[src/rtl/add32_seq_ctrl.sv]
// add32_seq_ctrl: 32-bit add/subtract sequencer for the multi-cycle ALU.
// One 16-bit adder slice (bit16Adder) is time-shared over two cycles:
// the low half first, then the high half using the registered carry.
//
// Ports:
//   clk          system clock, rising-edge active
//   rst          synchronous active-high reset
//   start        request, accepted only while ready=1
//   sub          0 = a+b, 1 = a-b (sampled with start)
//   a, b         32-bit operands (sampled with start)
//   ready        high only in IDLE
//   result       32-bit sum/difference, qualified by result_valid
//   carry        carry out of bit 31 (for subtract: 1 = no borrow)
//   overflow     signed two's-complement overflow
//   zero         result == 0
//   result_valid result/flags valid, held until acknowledged
//   result_ack   consumer accepts the result while result_valid=1
//   op_count     count of acknowledged operations, wraps modulo 2^CNT_W

// bit16Adder: the shared 16-bit ripple slice with carry in and carry out.
module bit16Adder (
  input  logic [15:0] a,
  input  logic [15:0] b,
  input  logic        c_in,
  output logic [15:0] sum,
  output logic        c_out
);

  // 17-bit add so the carry out falls into the top bit.
  always_comb begin
    {c_out, sum} = {1'b0, a} + {1'b0, b} + {16'd0, c_in};
  end

endmodule

module add32_seq_ctrl #(
  parameter int CNT_W = 16
) (
  input  logic             clk,
  input  logic             rst,
  input  logic             start,
  input  logic             sub,
  input  logic [31:0]      a,
  input  logic [31:0]      b,
  output logic             ready,
  output logic [31:0]      result,
  output logic             carry,
  output logic             overflow,
  output logic             zero,
  output logic             result_valid,
  input  logic             result_ack,
  output logic [CNT_W-1:0] op_count
);

  typedef enum logic [1:0] {IDLE, LO, HI, DONE} state_t;

  state_t      state;
  state_t      next_state;
  logic [31:0] a_r;
  logic [31:0] b_r;
  logic        cin_r;
  logic        c_mid;
  logic [15:0] slice_a;
  logic [15:0] slice_b;
  logic        slice_cin;
  logic [15:0] slice_sum;
  logic        slice_cout;

  bit16Adder u_slice (
    .a     (slice_a),
    .b     (slice_b),
    .c_in  (slice_cin),
    .sum   (slice_sum),
    .c_out (slice_cout)
  );

  // State register; reset abandons any in-flight operation.
  always_ff @(posedge clk) begin
    if (rst) state <= IDLE;
    else     state <= next_state;
  end

  // Next-state logic: fixed LO -> HI -> DONE walk, leaving DONE on ack.
  always_comb begin
    next_state = state;
    case (state)
      IDLE: if (start) next_state = LO;
      LO:   next_state = HI;
      HI:   next_state = DONE;
      DONE: if (result_ack) next_state = IDLE;
      default: next_state = IDLE;
    endcase
  end

  // Output/steering logic: handshake flags and the adder slice input mux.
  // The slice sees the upper halves and the stored mid carry only in HI.
  always_comb begin
    ready        = (state == IDLE);
    result_valid = (state == DONE);
    if (state == HI) begin
      slice_a   = a_r[31:16];
      slice_b   = b_r[31:16];
      slice_cin = c_mid;
    end else begin
      slice_a   = a_r[15:0];
      slice_b   = b_r[15:0];
      slice_cin = cin_r;
    end
  end

  // Datapath: operand capture (subtract as a + ~b + 1), half-results and
  // flags. Result and flags persist after ack until the next LO/HI.
  always_ff @(posedge clk) begin
    if (rst) begin
      a_r      <= '0;
      b_r      <= '0;
      cin_r    <= 1'b0;
      c_mid    <= 1'b0;
      result   <= '0;
      carry    <= 1'b0;
      overflow <= 1'b0;
      zero     <= 1'b0;
      op_count <= '0;
    end else begin
      case (state)
        IDLE: begin
          if (start) begin
            a_r   <= a;
            b_r   <= sub ? ~b : b;
            cin_r <= sub;
          end
        end
        LO: begin
          result[15:0] <= slice_sum;
          c_mid        <= slice_cout;
        end
        HI: begin
          result[31:16] <= slice_sum;
          carry         <= slice_cout;
          overflow      <= (a_r[31] == b_r[31]) && (slice_sum[15] != a_r[31]);
          zero          <= ({slice_sum, result[15:0]} == 32'd0);
        end
        DONE: begin
          if (result_ack) op_count <= op_count + CNT_W'(1);
        end
        default: ;
      endcase
    end
  end

endmodule

[config.mk]
export PLATFORM = sky130hd
export DESIGN_NAME = add32_seq_ctrl
export DESIGN_NICKNAME = d
export VERILOG_FILES = /design/src/rtl/add32_seq_ctrl.sv
export SDC_FILE = /design/constraint.sdc
export NUM_CORES = 1
export LEC_CHECK = 0
export CORE_MARGIN = 1
export CORE_UTILIZATION = 35
export DETAILED_ROUTE_END_ITERATION = 16
export SYNTH_ARGS = -nofsm -noshare
export SYNTH_HDL_FRONTEND = slang
export SYNTH_SLANG_ARGS = --single-unit
[constraint.sdc]
create_clock -name clk -period 9.2 [get_ports clk]
set_input_delay 2.76 -clock clk [delete_from_list [all_inputs] [get_ports clk]]
set_output_delay 2.76 -clock clk [all_outputs]
set_load 0.1 [all_outputs]
# Word-level counts from Yosys, hierarchy flattened

Index checks and enable logic that the tools add are counted.

Muxes and demuxes: 7
$lt $le $gt $ge: 0
Add/subtract/negate cells: 3
Bitwise gates (word level): 1
Reductions and logical operators: 6
Multipliers: 0
Div/mod/pow operators: 0
Equality and inequality tests: 7
Shift operators: 0

Operator list:

| kind                                                | number |
|---|---|
| zero test 32 bit                                    | 1 |
| 2-to-1 mux 16 bit                                   | 2 |
| 2-to-1 mux 32 bit                                   | 1 |
| NOT 32 bit                                          | 1 |
| adder 16 x 16 -> 17 bit                             | 1 |
| adder 17 x 1 -> 17 bit                              | 1 |
| adder 16 x 1 -> 16 bit, second input constant       | 1 |
| one-hot mux 2 bit (4 select lines)                  | 1 |
| AND reduction 2 bit                                 | 3 |
| equality test 2 bit, second input constant          | 2 |
| 2-to-1 mux 2 bit                                    | 2 |
| equality test 2 x 1 -> 1 bit, second input constant | 1 |
| zero test 2 bit                                     | 1 |
| != test 2 x 1 -> 1 bit, second input constant       | 1 |
| != test 2 bit, second input constant                | 1 |
| equality test 1 bit                                 | 1 |
| logical AND 1 bit                                   | 1 |
| 2-to-1 mux 1 bit                                    | 1 |
| != test 1 bit                                       | 1 |

Memory bits (read-only): 0
Memory bits (writable): 0
Register bits after elaboration: 119
Logic and storage cells: 35
Bits in latches: 0
Bits of input ports: 69
Memories kept: 0
Output and inout bits: 53

# Logic depth before layout (Yosys ltp)

Word-level depth: 6
Mapped depth: 17
Depth with buffers taken out: 14

# Modules after synthesis

Synthesis repeated with hierarchy kept, for this count alone.

Cells, all modules: 642
Area, all modules: 5801.8 um^2

Modules (own cells, without submodules):

| module         | times used | cells an instance | sequential area each (um^2) | area each (um^2) |
|---|---|---|---|---|
| add32_seq_ctrl | 1          | 553               | 2382.3                      | 5068.6 |
| bit16Adder     | 1          | 89                | 0.0                         | 733.2 |

# Worst setup path after synthesis

OpenSTA, ideal clock, no wires.

Kind: input port to flip-flop
Start point: in rst
End point: reg zero
Arrival: 4.351 ns
Path buffers: 0
Data required time: 9.116 ns
Cell stages on the path: 7
Library setup time: 0.084 ns
Slack: 4.765 ns
Cell sequence: nor4b_1 -> nand4_1 -> a2111oi_0 -> o2111ai_1 -> nor4_1 -> or4b_1 -> o31ai_2

RTL lines:

| item                 | line | RTL |
|---|---|---|
| from (decl)          | 40   | `input logic rst,` |
| to (signal assigned) | 141  | `zero <= ({slice_sum, result[15:0]} == 32'd0);` |
| to (decl)            | 49   | `output logic zero,` |

# Worst setup path after layout

Start point: reg state[0]
End point: out ready

Word-level cells in the longest chain between the ends: 1

RTL lines:

| item                   | line | RTL |
|---|---|---|
| from (decl)            | 57   | `state_t state;` |
| from (signal assigned) | 80   | `else state <= next_state;` |
| zero test 2 bit        | 98   | `ready = (state == IDLE);` |
| to (decl)              | 45   | `output logic ready,` |

Every way passes these cells.

==> results.md <==
* Inst Count DP at 945
* Critical path data arrival time at 2.28 ns
* Most frequent cells in the layout: dfxtp_1 (119), clkdlybuf4s50_1 (119), nor2_1 (92)
* Period utilisation layout at 54.8%
* First-pass GRT wire length at 22.5 mm
* Die Y at 130 um
* Vias in the first global route at 4,633
* Die Wd at 130 um
* Largest family of logic cells by synthesized area: simple AND/OR/NAND/NOR gates
* CTS tree: built
* Core area at 15,900 sq um
* Post-detail-place hpwl at 10.4 mm
* Cells after synthesis at 646
* # DRC at 0
* Drt first-iter violations at 215
* Mean Syn Cell Area at 8.88 sq um
* Clock sink count at 119
* Synth Area in Compound Gates at 13.1%
* Sequential-to-total area share from yosys stat at 41.5%
* Final net count at 839
* Post-route antenna net violation count at 0
* Antenna fix cells at 0
* Input/output buffers at 121
* Power per cell area at 340 nW/um^2
* Unrepaired setup endpoints after global routing: no
* Starting Density at 36.0%
* Post-DP Area at 7080 sq um
* Cell area after synthesis at 5740 sq um
* Final Slew Violations at 0
* Clock Path Buffers at 2
* I/O Pins at 122
* Yosys cell types at 43
* WP data required at 6.44 ns
* TritonCTS Buffers at 17
* Setup CP Type: reg2out
* YS warnings at 0
* DR WL/cell at 14.4 um
* Synth Area in Adders at 5.06%
* Die Area at 16,900 sq um
* WL final at 14.1 mm
* Non-filler cells, final at 977
* Hold-fix buffers, CTS at 0
* CTS H-tree depth at 4
* Least-Margin Pin Slew at 1.12 ns
* Worst VDD drop at 0.000217 V
* Setup Skew at 0.00929 ns
* Root buffer cell: clkbuf_16
* Finish-stage setup viols at 0
* Post-CTS Setup Bufs at 0
* Startpoint Class: flip-flop
* LEAKAGE at 2.91 nW
* Finished Cell Area at 7720 sq um
* Initial antenna violation count at 0
* Vias per cell at 4.83
* Rows at 46
* Final hold vios at 0
* Detailed Routing Iterations Pass 1 at 6
* Post-Synth Simple-Gate Area at 16.5%
* Global-route usage over all layers at 17.4%
* Maximum capacitance violations at 0
* Ys flop type: dfxtp_1
* Post-synthesis mux area share at 11.3%
* Global route total overflow at 0
* Mapped Nets at 737
* Routability cong. at 0.818
* Largest net degree at the start of global routing at 98
* Max Clock Freq at 198 MHz
* Share of cells above drive strength 1 at 9.72%
* Fin crit period at 5.04 ns
* Worst min path class: reg2reg
* Slew HR at 25.3%
* Area delta synth->final at 34.6%
* Synth Area in XOR/XNOR at 9.16%
* Asr flop ratio synth at 0%
* Number of synthesized register bits at 119
* Cts repair resizes at 0
* Critical path capture point type: primary output
* Status: finished, final reports clean
* Vias after detailed routing at 4,722
* Reg clk slew, reported paths at 0.05 ns
* EDFF count, synth at 0
* Highest net fanout along the worst path at 5
* Setup_tns at 0 ns
* Worst-Skew Late Latency at 0.41 ns
* Overall Power at 2.62 mW
==> stage by stage <==
step	utilization, %	worst slack [ns]	hold WS [ns]
after floorplan	-	4.76	0.433
after global placement	44.4	4.33	0.443
after detailed placement	44.4	4.27	0.444
after CTS	48.4	4.15	0.451
after global routing	48.4	4.06	0.464
final	48.4	4.16	0.451
==> worst max-delay path: stages, from the launching register on <==
cell,delay [ns]
dfxtp_1,0.34
inv_1,0.10
ha_1,0.26
clkdlybuf4s50_1,1.18
==> sequential cells by signal, summed over array words and instances, names as in the netlist <==
signal / flops
a_r: 32
b_r: 32
result: 32
op_count: 16
state: 2
c_mid: 1
carry: 1
cin_r: 1
overflow: 1
zero: 1
==> cells in the mapped netlist (3+ instances only) <==
library cell,count,area [sq um]
nand4_1,3,18.8
nand2_1,80,300
nor3_1,4,20.0
mux2i_1,31,310
ha_1,20,250
inv_1,10,37.5
clkbuf_1,30,113
buf_1,11,41.3
nor4_1,4,25.0
a211oi_1,41,308
and2_1,5,31.3
or3_1,5,31.3
nand3_1,6,30.0
xor2_1,15,131
xnor2_1,45,394
dfxtp_1,119,2380
a211o_1,4,35.0
a21oi_1,47,235
and3_1,5,31.3
o21bai_1,3,22.5
nor2_1,92,345
o211ai_1,4,30.0
o21ai_0,6,30.0
mux2_2,30,338
==> path summary, 6_finish.rpt <==
| path | start | endpoint | slack (ns) | cells past startpoint |
|---|---|---|---|---|
| min | a_r[5] | a_r[5] | 0.45 | 2 |
| min reg2reg | a_r[5] | a_r[5] | 0.45 | 2 |
| max | state[0] | ready | 4.16 | 3 |
| max reg2reg | state[0] | result[31] | 4.77 | 13 |
==> kinds of logic (layout without fill, tap and decap cells) <==
logic type      Yosys count  count (layout)
simple gates            217             217
flops                   119             119
compound gates          116             116
mux                      61              61
xor+xnor                 60              60
buf+inv                  51             166
fa+ha+maj                22              22
==> report_power, final <==
part / internal (mW) / switching [mW] / total [mW]
clock network: 0.473 / 0.233 / 0.706
registers: 0.638 / 0.0724 / 0.711
logic: 0.400 / 0.807 / 1.21
==> area by class of cell <==
cell class,count,area (sq um)
Fill cell,1542,8220
Multi-Input combinational cell,476,3170
Sequential cell,119,2380
Timing Repair Buffer,124,1230
Clock buffer,20,467
Tap cell,216,270
Clock inverter,12,174
Inverter,10,37.5
==> layer usage <==
layer / routed length [um] / vias up / track usage [%]
li1: - / 2428 / -
met2: 6470 / 114 / 28.5
met5: 0 / - / 0
met1: 6890 / 2167 / 22.5
met4: 145 / 0 / 4.79
met3: 583 / 13 / 4.76
No activity file was read; power rests on OpenSTA's default activity.
